`src/rtl/secded_pkg.sv`:
```
// Shared definitions for the SECDED decode engine: FSM states, decode flags
// and where the data bits sit inside a 16-bit extended Hamming codeword.
package secded_pkg;

  typedef enum logic [2:0] {
    IDLE,
    RD_LO,
    RD_HI,
    DECODE,
    WR_LO,
    WR_HI,
    DONE
  } state_t;

  localparam logic [1:0] FLAG_OK  = 2'b00;
  localparam logic [1:0] FLAG_SGL = 2'b01;
  localparam logic [1:0] FLAG_DBL = 2'b10;

  localparam int CW_BITS   = 16;
  localparam int DATA_BITS = 11;

  // d1 sits alone at position 3, d2..d4 at 5..7, d5..d11 at 9..15
  localparam int D1_POS = 3;
  localparam int D2_POS = 5;
  localparam int D5_POS = 9;

  function automatic logic [DATA_BITS-1:0] extract_data(input logic [CW_BITS-1:0] cw);
    return {cw[D5_POS +: 7], cw[D2_POS +: 3], cw[D1_POS]};
  endfunction

endpackage

```
`src/rtl/secded_correct.sv`:
```
// Combinational SECDED check/correct: syndrome plus overall parity select
// between pass-through, single-bit correction and double-error flagging.
module secded_correct
  import secded_pkg::*;
(
  input  logic [CW_BITS-1:0]   cw,
  output logic [DATA_BITS-1:0] data,
  output logic [1:0]           flag
);

  logic [3:0]         term [CW_BITS];
  logic [3:0]         syn;
  logic               par;
  logic [CW_BITS-1:0] fixed_cw;

  genvar gi;
  generate
    for (gi = 0; gi < CW_BITS; gi++) begin : g_term
      assign term[gi] = cw[gi] ? 4'(gi) : 4'd0;
    end
  endgenerate

  always_comb begin
    syn = 4'd0;
    for (int k = 0; k < CW_BITS; k++) begin
      syn = syn ^ term[k];
    end
    par      = ^cw;
    fixed_cw = cw;
    flag     = FLAG_OK;
    // Odd overall parity means one flipped bit; syndrome 0 points at p0 itself
    if (par) begin
      fixed_cw[syn] = ~cw[syn];
      flag          = FLAG_SGL;
    end else if (syn != 4'd0) begin
      flag = FLAG_DBL;
    end
    data = extract_data(fixed_cw);
  end

endmodule

```
`src/rtl/secded_decode_engine.sv`:
```
// Walks NUM_WORDS codewords from SRC_BASE, decodes each and writes data plus
// flag to DST_BASE, five cycles per word, counting corrected/detected errors.
module secded_decode_engine
  import secded_pkg::*;
#(
  parameter int NUM_WORDS = 15,
  parameter int SRC_BASE  = 30,
  parameter int DST_BASE  = 0
) (
  input  logic       clock,
  input  logic       reset_n,
  input  logic       req,
  output logic       ack,
  output logic [7:0] mem_addr,
  input  logic [7:0] mem_rd_data,
  output logic       mem_wr_en,
  output logic [7:0] mem_wr_data,
  output logic [3:0] single_cnt,
  output logic [3:0] double_cnt
);

  localparam logic [6:0] LAST_IDX = 7'(NUM_WORDS - 1);
  localparam logic [7:0] SRC_ADDR = 8'(SRC_BASE);
  localparam logic [7:0] DST_ADDR = 8'(DST_BASE);

  state_t               state_reg, state_next;
  logic [6:0]           idx_reg;
  logic [7:0]           lo_reg, hi_reg;
  logic [DATA_BITS-1:0] data_reg, fix_data;
  logic [1:0]           flag_reg, fix_flag;
  logic                 ack_reg;
  logic [3:0]           single_reg, double_reg;
  logic [7:0]           word_off;

  assign word_off   = {idx_reg, 1'b0};
  assign ack        = ack_reg;
  assign single_cnt = single_reg;
  assign double_cnt = double_reg;

  secded_correct u_correct (
    .cw   ({hi_reg, lo_reg}),
    .data (fix_data),
    .flag (fix_flag)
  );

  always_ff @(posedge clock or negedge reset_n) begin
    if (!reset_n) state_reg <= IDLE;
    else          state_reg <= state_next;
  end

  always_comb begin
    state_next  = state_reg;
    mem_addr    = 8'd0;
    mem_wr_en   = 1'b0;
    mem_wr_data = 8'd0;
    case (state_reg)
      IDLE:   if (req) state_next = RD_LO;
      RD_LO: begin
        mem_addr   = SRC_ADDR + word_off;
        state_next = RD_HI;
      end
      RD_HI: begin
        mem_addr   = SRC_ADDR + word_off + 8'd1;
        state_next = DECODE;
      end
      DECODE: state_next = WR_LO;
      WR_LO: begin
        mem_addr    = DST_ADDR + word_off;
        mem_wr_en   = 1'b1;
        mem_wr_data = data_reg[7:0];
        state_next  = WR_HI;
      end
      WR_HI: begin
        mem_addr    = DST_ADDR + word_off + 8'd1;
        mem_wr_en   = 1'b1;
        mem_wr_data = {flag_reg, 3'b000, data_reg[10:8]};
        state_next  = (idx_reg < LAST_IDX) ? RD_LO : DONE;
      end
      DONE:    state_next = IDLE;
      default: state_next = IDLE;
    endcase
  end

  always_ff @(posedge clock or negedge reset_n) begin
    if (!reset_n) begin
      idx_reg    <= '0;
      lo_reg     <= '0;
      hi_reg     <= '0;
      data_reg   <= '0;
      flag_reg   <= FLAG_OK;
      ack_reg    <= 1'b0;
      single_reg <= '0;
      double_reg <= '0;
    end else begin
      case (state_reg)
        IDLE: begin
          if (req) begin
            ack_reg    <= 1'b0;
            idx_reg    <= '0;
            single_reg <= '0;
            double_reg <= '0;
          end
        end
        RD_LO: lo_reg <= mem_rd_data;
        RD_HI: hi_reg <= mem_rd_data;
        DECODE: begin
          data_reg <= fix_data;
          flag_reg <= fix_flag;
          if (fix_flag == FLAG_SGL && single_reg != 4'hF) single_reg <= single_reg + 4'd1;
          if (fix_flag == FLAG_DBL && double_reg != 4'hF) double_reg <= double_reg + 4'd1;
        end
        WR_HI: if (idx_reg < LAST_IDX) idx_reg <= idx_reg + 7'd1;
        DONE:  ack_reg <= 1'b1;
        default: ;
      endcase
    end
  end

endmodule

```
`config.mk`:
```
export PLATFORM = sky130hd
export DESIGN_NAME = secded_decode_engine
export DESIGN_NICKNAME = d
export VERILOG_FILES = /design/src/rtl/secded_pkg.sv /design/src/rtl/secded_correct.sv /design/src/rtl/secded_decode_engine.sv
export SDC_FILE = /design/constraint.sdc
export NUM_CORES = 1
export LEC_CHECK = 0
export CAP_MARGIN = 10
export CORE_MARGIN = 2
export CORE_UTILIZATION = 35
export DETAILED_ROUTE_END_ITERATION = 16
export PLACE_DENSITY_LB_ADDON = 0.05
export SLEW_MARGIN = 25
export SYNTH_ARGS = -nofsm -noshare
export SYNTH_HDL_FRONTEND = slang
export SYNTH_SLANG_ARGS = --single-unit
```
`constraint.sdc`:
```
create_clock -name clock -period 3.28 [get_ports clock]
set_input_delay 0.492 -clock clock [delete_from_list [all_inputs] [get_ports clock]]
set_output_delay 0.492 -clock clock [all_outputs]
set_load 0.02 [all_outputs]
```
After elaboration in Yosys (flattened, before gate mapping)
Cells that the tools add are included.
- add/subtract/negate cells: 6
- order comparisons: 3
- equal/unequal tests: 14
- multiplexer cells: 39
- bitwise logic cells: 15
- reduce and logical (&&, ||, !) cells: 14
- operators by type and width (operator ; count):
    4-bit bitwise XOR ; 14
    4-bit 2-to-1 mux ; 11
    8-bit case mux with 4 select lines ; 1
    3-bit 2-to-1 mux ; 6
    3-bit case mux with 6 select lines ; 1
    8-bit by 1-bit adder with 8-bit output (second input constant) ; 2
    16-bit bitwise mux ; 1
    16-bit 2-to-1 mux ; 1
    4-bit case mux with 2 select lines ; 2
    8-bit case mux with 2 select lines ; 1
    16-bit parity ; 1
    7-bit 2-to-1 mux ; 2
    7-bit case mux with 2 select lines ; 1
    3-bit equality test (second input constant) ; 3
    3-bit AND reduction ; 3
    4-bit by 1-bit adder with 4-bit output (second input constant) ; 2
    5-bit by 8-bit adder with 8-bit output (first input constant) ; 1
    2-bit 2-to-1 mux ; 4
    2-bit != test (second input constant) ; 4
    4-bit != test (second input constant) ; 2
    7-bit by 1-bit adder with 7-bit output (second input constant) ; 1
    7-bit by 4-bit < comparator with 1-bit output (second input constant) ; 1
    3-bit by 2-bit equality test with 1-bit output (second input constant) ; 2
    2-bit nonzero test ; 3
    15 further kinds ; 21
- flip-flop bits (word level): 48
- input bits: 11
- output and inout port bits: 26
- word-level logic and storage cells: 100

Depth between registers and ports, before layout
- depth in word-level cells: 22
- mapped depth: 10
- gate-level depth less buffers: 8

By module
Synthesis repeated with hierarchy kept, for this count alone.
- cells, all modules: 322
- area total of the unflattened synthesis: 3143.0 µm²
- modules (own cells, without submodules) (module ; times used ; cells each ; area each (µm²) ; seq. area each (µm²)):
    secded_decode_engine ; 1 ; 243 ; 2464.9 ; 1201.2
    secded_correct ; 1 ; 79 ; 678.2 ; 0.0

Worst setup path before layout
OpenSTA, ideal clock, no wires.
- path kind: register -> output
- start: register state_reg[2]
- end: output mem_addr[4]
- arrival: 2.129 ns
- data required time: 2.788 ns
- setup slack: 0.659 ns
- cell stages (with the launch flop): 6
- buffers on the path: 2
- cell sequence: dfrtp_1 clkbuf_1 nor3_1 a21oi_1 clkbuf_1 o31ai_1
- cells in the longest elaborated chain, start to end: 2
- elaborated cells between the ends (all ways): 5
- those cells by class: 4 x eq/ne; 1 x mux
- ends and longest elaborated chain (element ; line ; RTL):
    from (decl) ; secded_decode_engine.sv:26 ; state_t state_reg, state_next;
    from (signal assigned) ; secded_decode_engine.sv:48 ; else state_reg <= state_next;
    3-bit equality test, or another cell as far along ; secded_decode_engine.sv:56 ; case (state_reg)
    8-bit case mux with 4 select lines * ; secded_decode_engine.sv:56 ;
    to (decl) ; secded_decode_engine.sv:14 ; output logic [7:0] mem_addr,
Every way passes the cells marked *; elsewhere a longest branch is shown, timed or not.

Final worst setup path
- start: register idx_reg[0]
- end: output mem_addr[7]
- cells in the longest elaborated chain, start to end: 3
- elaborated cells between the ends (all ways): 4
- those cells by class: 3 x add/sub; 1 x mux
- ends and longest elaborated chain (element ; line ; RTL):
    from (decl) ; secded_decode_engine.sv:27 ; logic [6:0] idx_reg;
    from (signal assigned) ; secded_decode_engine.sv:112 ; WR_HI: if (idx_reg < LAST_IDX) idx_reg <= idx_reg + 7'd1;
    5-bit by 8-bit adder with 8-bit output ; secded_decode_engine.sv:59, secded_decode_engine.sv:63 ;
    8-bit by 1-bit adder with 8-bit output ; secded_decode_engine.sv:63 ; mem_addr = SRC_ADDR + word_off + 8'd1;
    8-bit case mux with 4 select lines * ; secded_decode_engine.sv:56 ;
Marked as above.

==> impl_metrics.csv <==
group,metric,value,unit
clocking,ctsResizeCount,0,
critical_path,rr_endpoint,"data_reg[4]",
yosys,synthCells,322,
placement,placed_area,0.00359,mm2
route,antenna_left,0,
clocking,htreeDepth,2,
finish,nets,376,
finish,largest_register_ffs,11,
floorplan,dieArea,0.00955,mm2
placement,portBuffers,36,
critical_path,cp.buffers_inverters,2,
timing,hold_viol,0,
critical_path,cp_slowest_stage_delay,0.64,ns
clocking,post-cts-setup-buffers,0,
yosys,synthesis.area,0.00307,mm2
finish,synthToLayoutAreaGrowth,19.9,%
finish,diodes,0,
floorplan,die_h,97.7,um
finish,finish.utilization,42.7,%
critical_path,r2r_setup_slack,0.42,ns
critical_path,crit_slowest_cell,"clkdlybuf4s50_1",
critical_path,r2r_cells,6,
timing,finalSetupViolCount,0,
floorplan,initial_core_util,35.6,%
clocking,clk_pin_slew,0.10,ns
critical_path,endpoint_kind,"output port",
yosys,synth-edff-count,0,
grt,grt_pass1_vias,2283,
hold_path,hold_class,"in2async",
yosys,synthArstFlopShare,100,%
finish,final_cell_area,0.00369,mm2
timing,worst_pin_slew,0.812,ns
clocking,cts_tree,"done",
floorplan,ios,37,
critical_path,worstPathCellList,"inv_1, ha_1, nand2b_1, or2_2, nand3_1, nor2b_1, o21ai_0, o31ai_1, clkdlybuf4s50_1",
grt,grt_use_total,15.7,%
floorplan,fp-row-count,34,
route,wl,7290,um
yosys,syn-num-nets,337,
clocking,cts.sinks,48,
timing,finalSetupTns,0,ns
critical_path,cp_max_fo,5,
floorplan,die_x,97.7,um
yosys,synth_ff_type,"dfrtp_1",
critical_path,crit_family,"buffers and inverters",
timing,finalMaxSlewViolations,0,
critical_path,worstPathRequired,2.79,ns
route,drt_iter0_markers,125,
placement,post-dp-hpwl,5560,um
yosys,syn_area_per_cell,9.55,um2
critical_path,r2r-start,"hi_reg[3]",
grt,grt_pass1_wl,12100,um
timing,rsz0062_at_grt,"no",
timing,slew-limit-headroom,45.9,%
critical_path,path_class,"reg2out",
route,first_pass_iters,4,
grt,overflow,0,
clocking,cts_buffer_depth,2,
critical_path,arrival,2.46,ns
route,dr_total_vias,2462,
yosys,ys.warnings.count,0,
grt,grt_start_max_net_pins,36,
yosys,ys_seq_elements,48,
timing,clock.fmax,0.338,GHz
clocking,cts-root-buf,"clkbuf_8",
route,wire_per_inst,15.5,um
yosys,ys_types,48,
timing,finClkSkew,0.0122,ns
yosys,yosysSeqAreaShare,39.1,%
finish,drive_gt1_share,15.2,%
timing,fin_crit,2.95,ns
clocking,ctsHoldBuffers,0,
job,maxCapViolCount,0,
route,via_per_inst,5.24,
clocking,numCtsBuffers,5,
clocking,clock_latency,0.31,ns
route,drc,0,
critical_path,worstSetupStartpointType,"flop",
timing,fin_crit_sh,90.1,%
grt,antenna_found_initial,0,
floorplan,core,0.00864,mm2
placement,gp_congestion,0.830,
status,run_status,"finished clean",
## placed cells by master (no fill, tap or decap), drive strengths merged, types with 5 or more instances in the layout
cell type      count
a21oi              7
buf               11
clkbuf             5
clkdlybuf4s50     35
dfrtp             48
inv                9
mux2              19
mux2i             12
nand2             40
nand3              6
nor2              26
nor3               5
o211ai            16
o21ai             29
xnor2             22
xor2              11
## layout make-up
cell class	instances	area [um2]
Clock buffer	5	68.8
Clock inverter	3	26.3
Fill cell	861	4950
Inverter	8	30.0
Multi-Input combinational cell	252	1800
Sequential cell	48	1200
Tap cell	108	135
Timing Repair Buffer	46	430
## Yosys cell counts (2+ instances only)
library cell  instances  area [um2]
o211ai_1             16         120
buf_2                 3        15.0
o31ai_1               4        30.0
a41oi_1               3        26.3
o21ai_0              29         145
and2_1                2        12.5
nor3b_1               2        15.0
nand2_1              40         150
or3_1                 3        18.8
a31oi_1               4        25.0
clkbuf_1             11        41.3
xor2_1                7        61.3
xnor2_1              20         175
nand3_1               6        30.0
nand2b_1              4        25.0
nor4_1                4        25.0
dfrtp_1              48        1200
or2_2                 3        18.8
inv_1                 7        26.3
o221ai_1              2        17.5
nor3_1                5        25.0
mux2_2               18         203
mux2i_1              12         120
ha_1                  4        50.1
a21oi_1               6        30.0
or3b_2                2        17.5
nor2_1               26        97.6
nor2b_1               4        25.0
o22ai_1               2        12.5
xor2_2                3        48.8
xnor2_2               2        32.5
and3_1                4        25.0
## how the worst max path moves through the flow
stage | from | endpoint | cells after the start | slack (ns)
final | idx_reg[0] | mem_addr[7] | 9 | 0.33
after floorplan | state_reg[2] | mem_addr[4] | 5 | 0.66
after CTS | state_reg[0] | mem_addr[5] | 7 | 0.22
after global placement | hi_reg[3] | data_reg[5] | 6 | 0.49
after detailed placement | hi_reg[3] | data_reg[4] | 6 | 0.44
after global routing | idx_reg[0] | mem_addr[7] | 9 | 0.17
## logic make-up (layout without fill, tap and decap cells)
group | count (synthesis) | count (layout) | share of synthesized area [%]
buf+inv | 22 | 62 | 2.81
simple gates | 107 | 107 | 16.2
flops | 48 | 48 | 39.1
fa+ha+maj | 5 | 5 | 1.95
mux | 31 | 31 | 11.0
xor+xnor | 35 | 35 | 12.7
compound gates | 74 | 74 | 16.2
## worst reg2reg max path: stages (launching register included)
cell	delay, ns
dfrtp_1	0.49
xor2_2	0.27
xnor3_2	0.55
xor2_1	0.38
mux2_4	0.35
o311ai_4	0.48
o221ai_1	0.21
## layer usage
layer  vias to the layer above  wire [um]  part of all wire, %  track usage, %
met5                         -          0                    0               0
met4                         0         44                 0.60            3.21
li1                       1226          -                    -               -
met2                        34       3400                   47            23.4
met1                      1198       3620                   50            23.6
met3                         4        212                  2.9            3.38
## per-stage QoR
stage / hold WS (ns) / cells / setup WS, ns
2_1_floorplan: 0.196 / 322 / 0.659
3_3_place_gp: 0.471 / 462 / 0.491
3_5_place_dp: 0.471 / 462 / 0.437
4_1_cts: 0.293 / 470 / 0.218
5_1_grt: 0.305 / 470 / 0.168
6_report: 0.253 / 470 / 0.326
Power is not shown: default switching activity piles up to over one toggle a cycle in this logic, so the estimate is an artifact.
